### src/rtl/mips_prog_loader.sv
`default_nettype none
// ============================================================================
// Module      : mips_prog_loader
// Description : Byte-stream program writer for the MIPS32 unified memory.
//               Assembles big-endian words, writes them from address 0,
//               holds the core until the HLT word is stored, then pulses go.
// Revision    : 1.0 - initial release
// ============================================================================
module mips_prog_loader #(
    parameter int         ADDR_W    = 10,
    parameter int         MAX_WORDS = 1024,
    parameter logic [5:0] HLT_OP    = 6'b111111
) (
    input  logic              clk1,
    input  logic              rst_n,
    input  logic              start,
    input  logic              in_valid,
    input  logic [7:0]        in_data,
    output logic              in_ready,
    output logic              mem_we,
    output logic [ADDR_W-1:0] mem_addr,
    output logic [31:0]       mem_wdata,
    output logic              cpu_hold,
    output logic              cpu_go,
    output logic [ADDR_W:0]   word_count,
    output logic              err_overflow
);

    localparam logic [1:0]      c_idle      = 2'd0;
    localparam logic [1:0]      c_load      = 2'd1;
    localparam logic [1:0]      c_fin       = 2'd2;
    localparam logic [1:0]      c_done      = 2'd3;
    localparam logic [ADDR_W:0] c_max_words = (ADDR_W + 1)'(MAX_WORDS);
    localparam logic [ADDR_W:0] c_one       = {{ADDR_W{1'b0}}, 1'b1};

    logic [1:0]        r_state;
    logic [1:0]        w_state_next;
    logic [31:0]       r_word;
    logic [1:0]        r_bcnt;
    logic              r_mem_we;
    logic [ADDR_W-1:0] r_mem_addr;
    logic [31:0]       r_mem_wdata;
    logic              r_cpu_hold;
    logic              r_cpu_go;
    logic [ADDR_W:0]   r_word_count;
    logic              r_err;

    logic              w_in_ready;
    logic              w_accept;
    logic [31:0]       w_word_next;
    logic              w_last_byte;
    logic              w_is_hlt;
    logic              w_at_limit;
    logic              w_start_ok;

    assign w_in_ready  = (r_state == c_load);
    assign w_accept    = in_valid & w_in_ready;
    assign w_word_next = {r_word[23:0], in_data};
    assign w_last_byte = w_accept && (r_bcnt == 2'd3);
    assign w_is_hlt    = (w_word_next[31:26] == HLT_OP);
    assign w_at_limit  = ((r_word_count + c_one) == c_max_words);
    assign w_start_ok  = start && ((r_state == c_idle) || (r_state == c_done));

    // State register
    always_ff @(posedge clk1) begin
        if (!rst_n) begin
            r_state <= c_idle;
        end else begin
            r_state <= w_state_next;
        end
    end

    // Next-state logic; a session ends on HLT or on reaching the word limit
    always_comb begin
        w_state_next = r_state;
        case (r_state)
            c_idle:  if (start) w_state_next = c_load;
            c_load:  if (w_last_byte && (w_is_hlt || w_at_limit)) w_state_next = c_fin;
            c_fin:   w_state_next = c_done;
            c_done:  if (start) w_state_next = c_load;
            default: w_state_next = c_idle;
        endcase
    end

    // Datapath: word assembly, write strobe, counters and core control
    always_ff @(posedge clk1) begin
        if (!rst_n) begin
            r_word       <= 32'd0;
            r_bcnt       <= 2'd0;
            r_mem_we     <= 1'b0;
            r_mem_addr   <= '0;
            r_mem_wdata  <= 32'd0;
            r_cpu_hold   <= 1'b1;
            r_cpu_go     <= 1'b0;
            r_word_count <= '0;
            r_err        <= 1'b0;
        end else begin
            r_mem_we <= 1'b0;
            r_cpu_go <= 1'b0;
            // A new session re-arms the hold and forgets the previous result
            if (w_start_ok) begin
                r_word_count <= '0;
                r_err        <= 1'b0;
                r_bcnt       <= 2'd0;
                r_cpu_hold   <= 1'b1;
            end
            if (w_accept) begin
                r_word <= w_word_next;
                r_bcnt <= r_bcnt + 2'd1;
                if (r_bcnt == 2'd3) begin
                    r_mem_we     <= 1'b1;
                    r_mem_addr   <= r_word_count[ADDR_W-1:0];
                    r_mem_wdata  <= w_word_next;
                    r_word_count <= r_word_count + c_one;
                    if (!w_is_hlt && w_at_limit) begin
                        r_err <= 1'b1;
                    end
                end
            end
            // Leaving FIN: release the core only for a clean load
            if (r_state == c_fin) begin
                r_cpu_go   <= ~r_err;
                r_cpu_hold <= r_err;
            end
        end
    end

    assign in_ready     = w_in_ready;
    assign mem_we       = r_mem_we;
    assign mem_addr     = r_mem_addr;
    assign mem_wdata    = r_mem_wdata;
    assign cpu_hold     = r_cpu_hold;
    assign cpu_go       = r_cpu_go;
    assign word_count   = r_word_count;
    assign err_overflow = r_err;

endmodule
`default_nettype wire

### config.mk
export PLATFORM = sky130hd
export DESIGN_NAME = mips_prog_loader
export DESIGN_NICKNAME = d
export VERILOG_FILES = /design/src/rtl/mips_prog_loader.sv
export SDC_FILE = /design/constraint.sdc
export NUM_CORES = 1
export LEC_CHECK = 0
export CORE_AREA = 2 2 87 89
export CTS_BUF_LIST = sky130_fd_sc_hd__clkbuf_16
export CTS_CLUSTER_SIZE = 24
export DETAILED_ROUTE_END_ITERATION = 10
export DIE_AREA = 0 0 89 91
export PLACE_DENSITY = 0.81
export SLEW_MARGIN = 20
export SYNTH_ARGS = -nofsm -noshare
export SYNTH_HDL_FRONTEND = slang
export SYNTH_SLANG_ARGS = --single-unit
### constraint.sdc
create_clock -name clk1 -period 2 [get_ports clk1]
set_input_delay 0.2 -clock clk1 [delete_from_list [all_inputs] [get_ports clk1]]
set_output_delay 0.2 -clock clk1 [all_outputs]
set_load 0.02 [all_outputs]
# Word-level counts from Yosys, hierarchy flattened
# Index checks and enable logic that the tools add are counted.
# totals
regBits	85
in_bits	12
output_inout_bits	58
elab_cells	52
# classes
add_sub_neg	2
eq_ne	8
mux	15
bitwise	2
reduce_logical	15
# ops
op	count
$mux 11	3
$add 11x1->11 const B	1
$eq 11x11->1 const B	1
$mux 2	4
$reduce_and 2->1	4
$mux 1	7
$eq 2x2->1 const B	3
$eq 6x6->1 const B	1
$pmux 2 s3	1
$logic_and 1x1->1	4
$ne 2x1->1 const B	2
$reduce_bool 2->1	2
$add 2x1->2 const B	1
$eq 2x1->1 const B	1
$logic_not 2->1	1
$logic_or 1x1->1	2
$reduce_or 2->1	1
$and 1x1->1	1
$logic_not 1->1	1
$not 1->1	1

# Longest topological paths before layout
# depth
ltp_word	7
depth_mapped	9

# Worst setup path after synthesis
# OpenSTA, ideal clock, no wires.
# synth_path
path_type	register to register
start	reg r_word_count[0] (netlist: word_count[0])
end	reg r_state[0]
setup_ns	0.072
arrival_ns	1.876
slack_ns	0.052
path_stages_with_launch	8
cell_sequence	dfxtp_1 ha_1 and2_1 clkbuf_1 nor2b_1 a221o_1 a311oi_1 mux2i_1
# synth_via
elab_chain_cells	6
# synth_lines
item	line_no	rtl
start: declaration	45	logic [ADDR_W:0] r_word_count;
start signal: assignment	114	r_word_count <= r_word_count + c_one;
$add 11x1->11	61	assign w_at_limit = ((r_word_count + c_one) == c_max_words);
$eq 11x11->1	61	
$logic_or 1x1->1	78	c_load: if (w_last_byte && (w_is_hlt || w_at_limit)) w_state_next = c_fin;
$logic_and 1x1->1	78	
$ne 2x1->1 (no source line)	-	
$reduce_and 2->1 (no source line)	-	
end signal: assignment	67	r_state <= c_idle;
end signal: assignment	69	r_state <= w_state_next;
end: declaration	36	logic [1:0] r_state;
# Every way passes these cells.
# A chain may end at the register's enable or synchronous reset.

# Worst setup path in the final report
# layout_path
start	reg r_state[1]
end	reg r_state[0]
# layout_via
elab_chain_cells	6
# layout_lines
item	line_no	rtl
$eq 2x1->1	56, 76	
$and 1x1->1	57	assign w_accept = in_valid & w_in_ready;
$logic_and 1x1->1	59	assign w_last_byte = w_accept && (r_bcnt == 2'd3);
$logic_and 1x1->1	78	
$ne 2x1->1 (no source line)	-	
$reduce_and 2->1 (no source line)	-	
# Several ways; a longest one is shown, not always the timed one.

==> impl_metrics.env <==
export IMPL_drt_antenna_violating_nets=0
export IMPL_critical_path_slowest_cell="dfxtp_1"
export IMPL_yosysMostFrequentCell="nand2_1"
export IMPL_placeable_core_region_um2=7137
export IMPL_aggregate_global_routing_overflow=0
export IMPL_timing_max_transition_violations_final=0
export IMPL_worst_hold_slack_ns=0.2496
export IMPL_cts_hold_buf=0
export IMPL_dr_pass1_iters=4
export IMPL_critical_path_arrival_ns=2.14
export IMPL_worstSkewPairLatency_ns=0.34
export IMPL_synth_top_area_cell="dfxtp_1"
export IMPL_die_h_um=91
export IMPL_via_per_inst=5.292
export IMPL_drt_met1_wl_mm=3.646
export IMPL_setup_viol=0
export IMPL_tritoncts_clock_tree="yes"
export IMPL_timing_clock_skew_ns=0.006810
export IMPL_initial_core_util=0.5014
export IMPL_grt_first_pass_wirelength_mm=14.10
export IMPL_stdcell_area_um2=4717
export IMPL_numPortBuffers=69
export IMPL_async_reset_ff_frac=0
export IMPL_io_pins=70
export IMPL_finish_utilization=0.6609
export IMPL_area_growth_pct=31.82
export IMPL_top_layer="met4"
export IMPL_gp_congestion=0.8800
export IMPL_place_inst=586
export IMPL_maximum_number_of_pins_on_one_net_before_global_route_repair=36
export IMPL_critPathLaunchType="flip-flop"
export IMPL_numClockSinks=85
export IMPL_clock_fmax_ghz=0.5352
export IMPL_floorplan_rows=31
export IMPL_detailroute_wirelength_met2_mm=4.013
export IMPL_yosys_most_used_dff="dfxtp_1"
export IMPL_floorplan_die_width_um=89
export IMPL_drive_above_1_share=0.09543
export IMPL_register_clock_pin_slew_on_the_reported_worst_setup_and_hold_paths_ns=0.06
export IMPL_syn_instance_count=431
export IMPL_peakVddDrop_v=0.0004266
export IMPL_crit_path_cell_trace="inv_1, ha_1, buf_4, nor2b_1, a221o_1, a311oi_2, mux2i_1"
export IMPL_holdCritPathClass="primary input to flip-flop"
export IMPL_timing_setup_critical_path_class="flip-flop to flip-flop"
export IMPL_finalCritPeriodShare=0.9342
export IMPL_detail_route_iter0_violations=151
export IMPL_dieArea_um2=8099
export IMPL_clk_path_buf_depth=2
export IMPL_ctsRootBufferMaster="clkbuf_16"
export IMPL_synth_fp_nets=448
export IMPL_fin_setup_tns_ns=0
export IMPL_period_minus_slack_ns=1.868
export IMPL_met3_wl_post_dr_um=420
export IMPL_syn_mean_instance_area_um2=8.303
export IMPL_via_count_of_the_first_global_routing_pass=3134
export IMPL_run_status="finished, final reports clean"
export IMPL_route_final_wire_length_mm=8.219
export IMPL_synth_seq_cells=85
export IMPL_filler_cell_count=644
export IMPL_synth_commonest_cells="nand2_1 (150), dfxtp_1 (85), a21boi_0 (71)"
export IMPL_timing_critical_path_to_type="flip-flop"
export IMPL_antenna_found_initial=0
export IMPL_numCtsBuffers=9
export IMPL_synth_cell_type_count=44
export IMPL_timing_critical_path_required_ns=2.27
export IMPL_power_static_leakage_uw=0.001638
export IMPL_sequential_area_share_after_synthesis=0.4755
export IMPL_nNetsFinal=515
export IMPL_max_slew_margin=0.7225
export IMPL_drc=0
export IMPL_dpl_cell_area_um2=4402
export IMPL_grt_setup_unrepaired="no"
export IMPL_timing_max_cap_violations=0
export IMPL_wl_per_cell_um=13.65
export IMPL_synth_top_area_share=0.4755
export IMPL_tightest_slew_ns=0.4158
export IMPL_power_per_cell_area_nw_per_um2=861.8
export IMPL_ys_warn_count=0
export IMPL_synth_top_cells_by_area="dfxtp_1 (48%), nand2_1 (16%), a21boi_0 (15%), clkbuf_1 (2.6%), ha_1 (1.7%)"
export IMPL_route_vias_total=3186
export IMPL_critical_path_max_stage_delay_ns=0.37
export IMPL_number_of_non_filler_instances_in_the_completed_layout=602
export IMPL_global_route_usage_over_all_layers=0.2187
export IMPL_htree_num_levels=3
export IMPL_timing_critical_path_buf_inv=2
export IMPL_synth_enable_flop_cells=0
export IMPL_critical_path_max_fanout=9
export IMPL_diodes=0
export IMPL_path_delay_family="compound AO/OA/AOI/OAI gates"
export IMPL_place_detailed_hpwl_mm=5.473
export IMPL_hold_violations=0
export IMPL_mappedNetlistArea_um2=3578
==> worst register-to-register path: cells and delay by family (launching register included) <==
kind | cells | cell delay [ns]
AO/OA/AOI/OAI | 2 | 0.60
flip-flops | 1 | 0.37
buffers and inverters | 2 | 0.27
adder cells (fa/ha/maj) | 1 | 0.21
multiplexers | 1 | 0.20
AND/OR/NAND/NOR | 1 | 0.15
==> metrics by stage <==
stage / worst slack [ns] / total power, µW
after floorplan: 0.05224 / 2238
after global placement: 0.1112 / 2404
after detailed placement: 0.09291 / 2423
after CTS: 0.05977 / 4070
after global routing: 0.01623 / 4252
final: 0.1316 / 4065
==> report_power, final <==
group | switching [µW] | internal [µW]
Sequential | 46.1 | 1750
Clock | 681 | 971
Combinational | 353 | 265
==> placed cells by master, fill, tap and decap left out, types with 2 or more instances in the layout <==
| cell type | instances |
|---|---|
| and2_1 | 8 |
| clkdlybuf4s50_1 | 67 |
| nand4_1 | 3 |
| a21oi_1 | 9 |
| nand2b_1 | 2 |
| buf_4 | 19 |
| dfxtp_1 | 85 |
| a21boi_0 | 71 |
| clkinv_4 | 2 |
| nor2b_1 | 6 |
| o21ai_0 | 8 |
| nand3_1 | 6 |
| o221a_2 | 3 |
| inv_1 | 2 |
| clkinv_2 | 2 |
| and4_1 | 2 |
| clkbuf_16 | 9 |
| a31oi_1 | 3 |
| and3_2 | 2 |
| ha_1 | 5 |
| nand2_1 | 150 |
| mux2i_1 | 2 |
| nor2_1 | 4 |
| and3_1 | 3 |
| or3_1 | 2 |
==> registers in the layout, indices dropped and copies added (netlist names) <==
signal        count
mem_addr         10
mem_we            1
cpu_go            1
word_count       11
cpu_hold          1
mem_wdata        32
err_overflow      1
r_word           24
r_state           2
r_bcnt            2
==> routing by layer <==
metal | global-route usage | vias to the layer above
met4 | 0.09328 | 0
met3 | 0.05091 | 12
li1 | - | 1581
met2 | 0.3576 | 98
met5 | 0 | -
met1 | 0.2724 | 1495
==> timing repair <==
item,CTS,global route
gates resized for setup,0,4
endpoints found under the hold margin,0,0
buffers inserted,0,0
endpoints found under the setup margin,0,4
==> area by class of cell <==
type	count	area [µm²]	share of cell area
multi-input cells	311	1743	0.3695
flip-flops and latches	85	1702	0.3607
repair buffers	89	842.1	0.1785
clock buffers	9	225.2	0.04775
well taps	99	123.9	0.02626
clock inverters	7	73.82	0.01565
inverters	2	7.507	0.001592
==> cell families after synthesis <==
logic type / Yosys count / share of synthesized area
flops: 85 / 0.4755
xor+xnor: 2 / 0.004896
simple gates: 197 / 0.2441
buf+inv: 35 / 0.04056
fa+ha+maj: 5 / 0.01748
mux: 2 / 0.005595
compound gates: 105 / 0.2119
==> worst paths after layout <==
check        slack (ns)                     start  cells past startpoint                        to
min reg2reg        0.46  mem_addr[8]$_SDFFE_PN0P_                      2  mem_addr[8]$_SDFFE_PN0P_
max reg2reg        0.13   r_state[1]$_SDFFE_PN0P_                      7   r_state[0]$_SDFFE_PN0P_
min                0.25                     rst_n                      2     cpu_hold$_SDFFE_PN1P_
max                0.13   r_state[1]$_SDFFE_PN0P_                      7   r_state[0]$_SDFFE_PN0P_
Note: power is estimated with default switching activity, not from simulation.
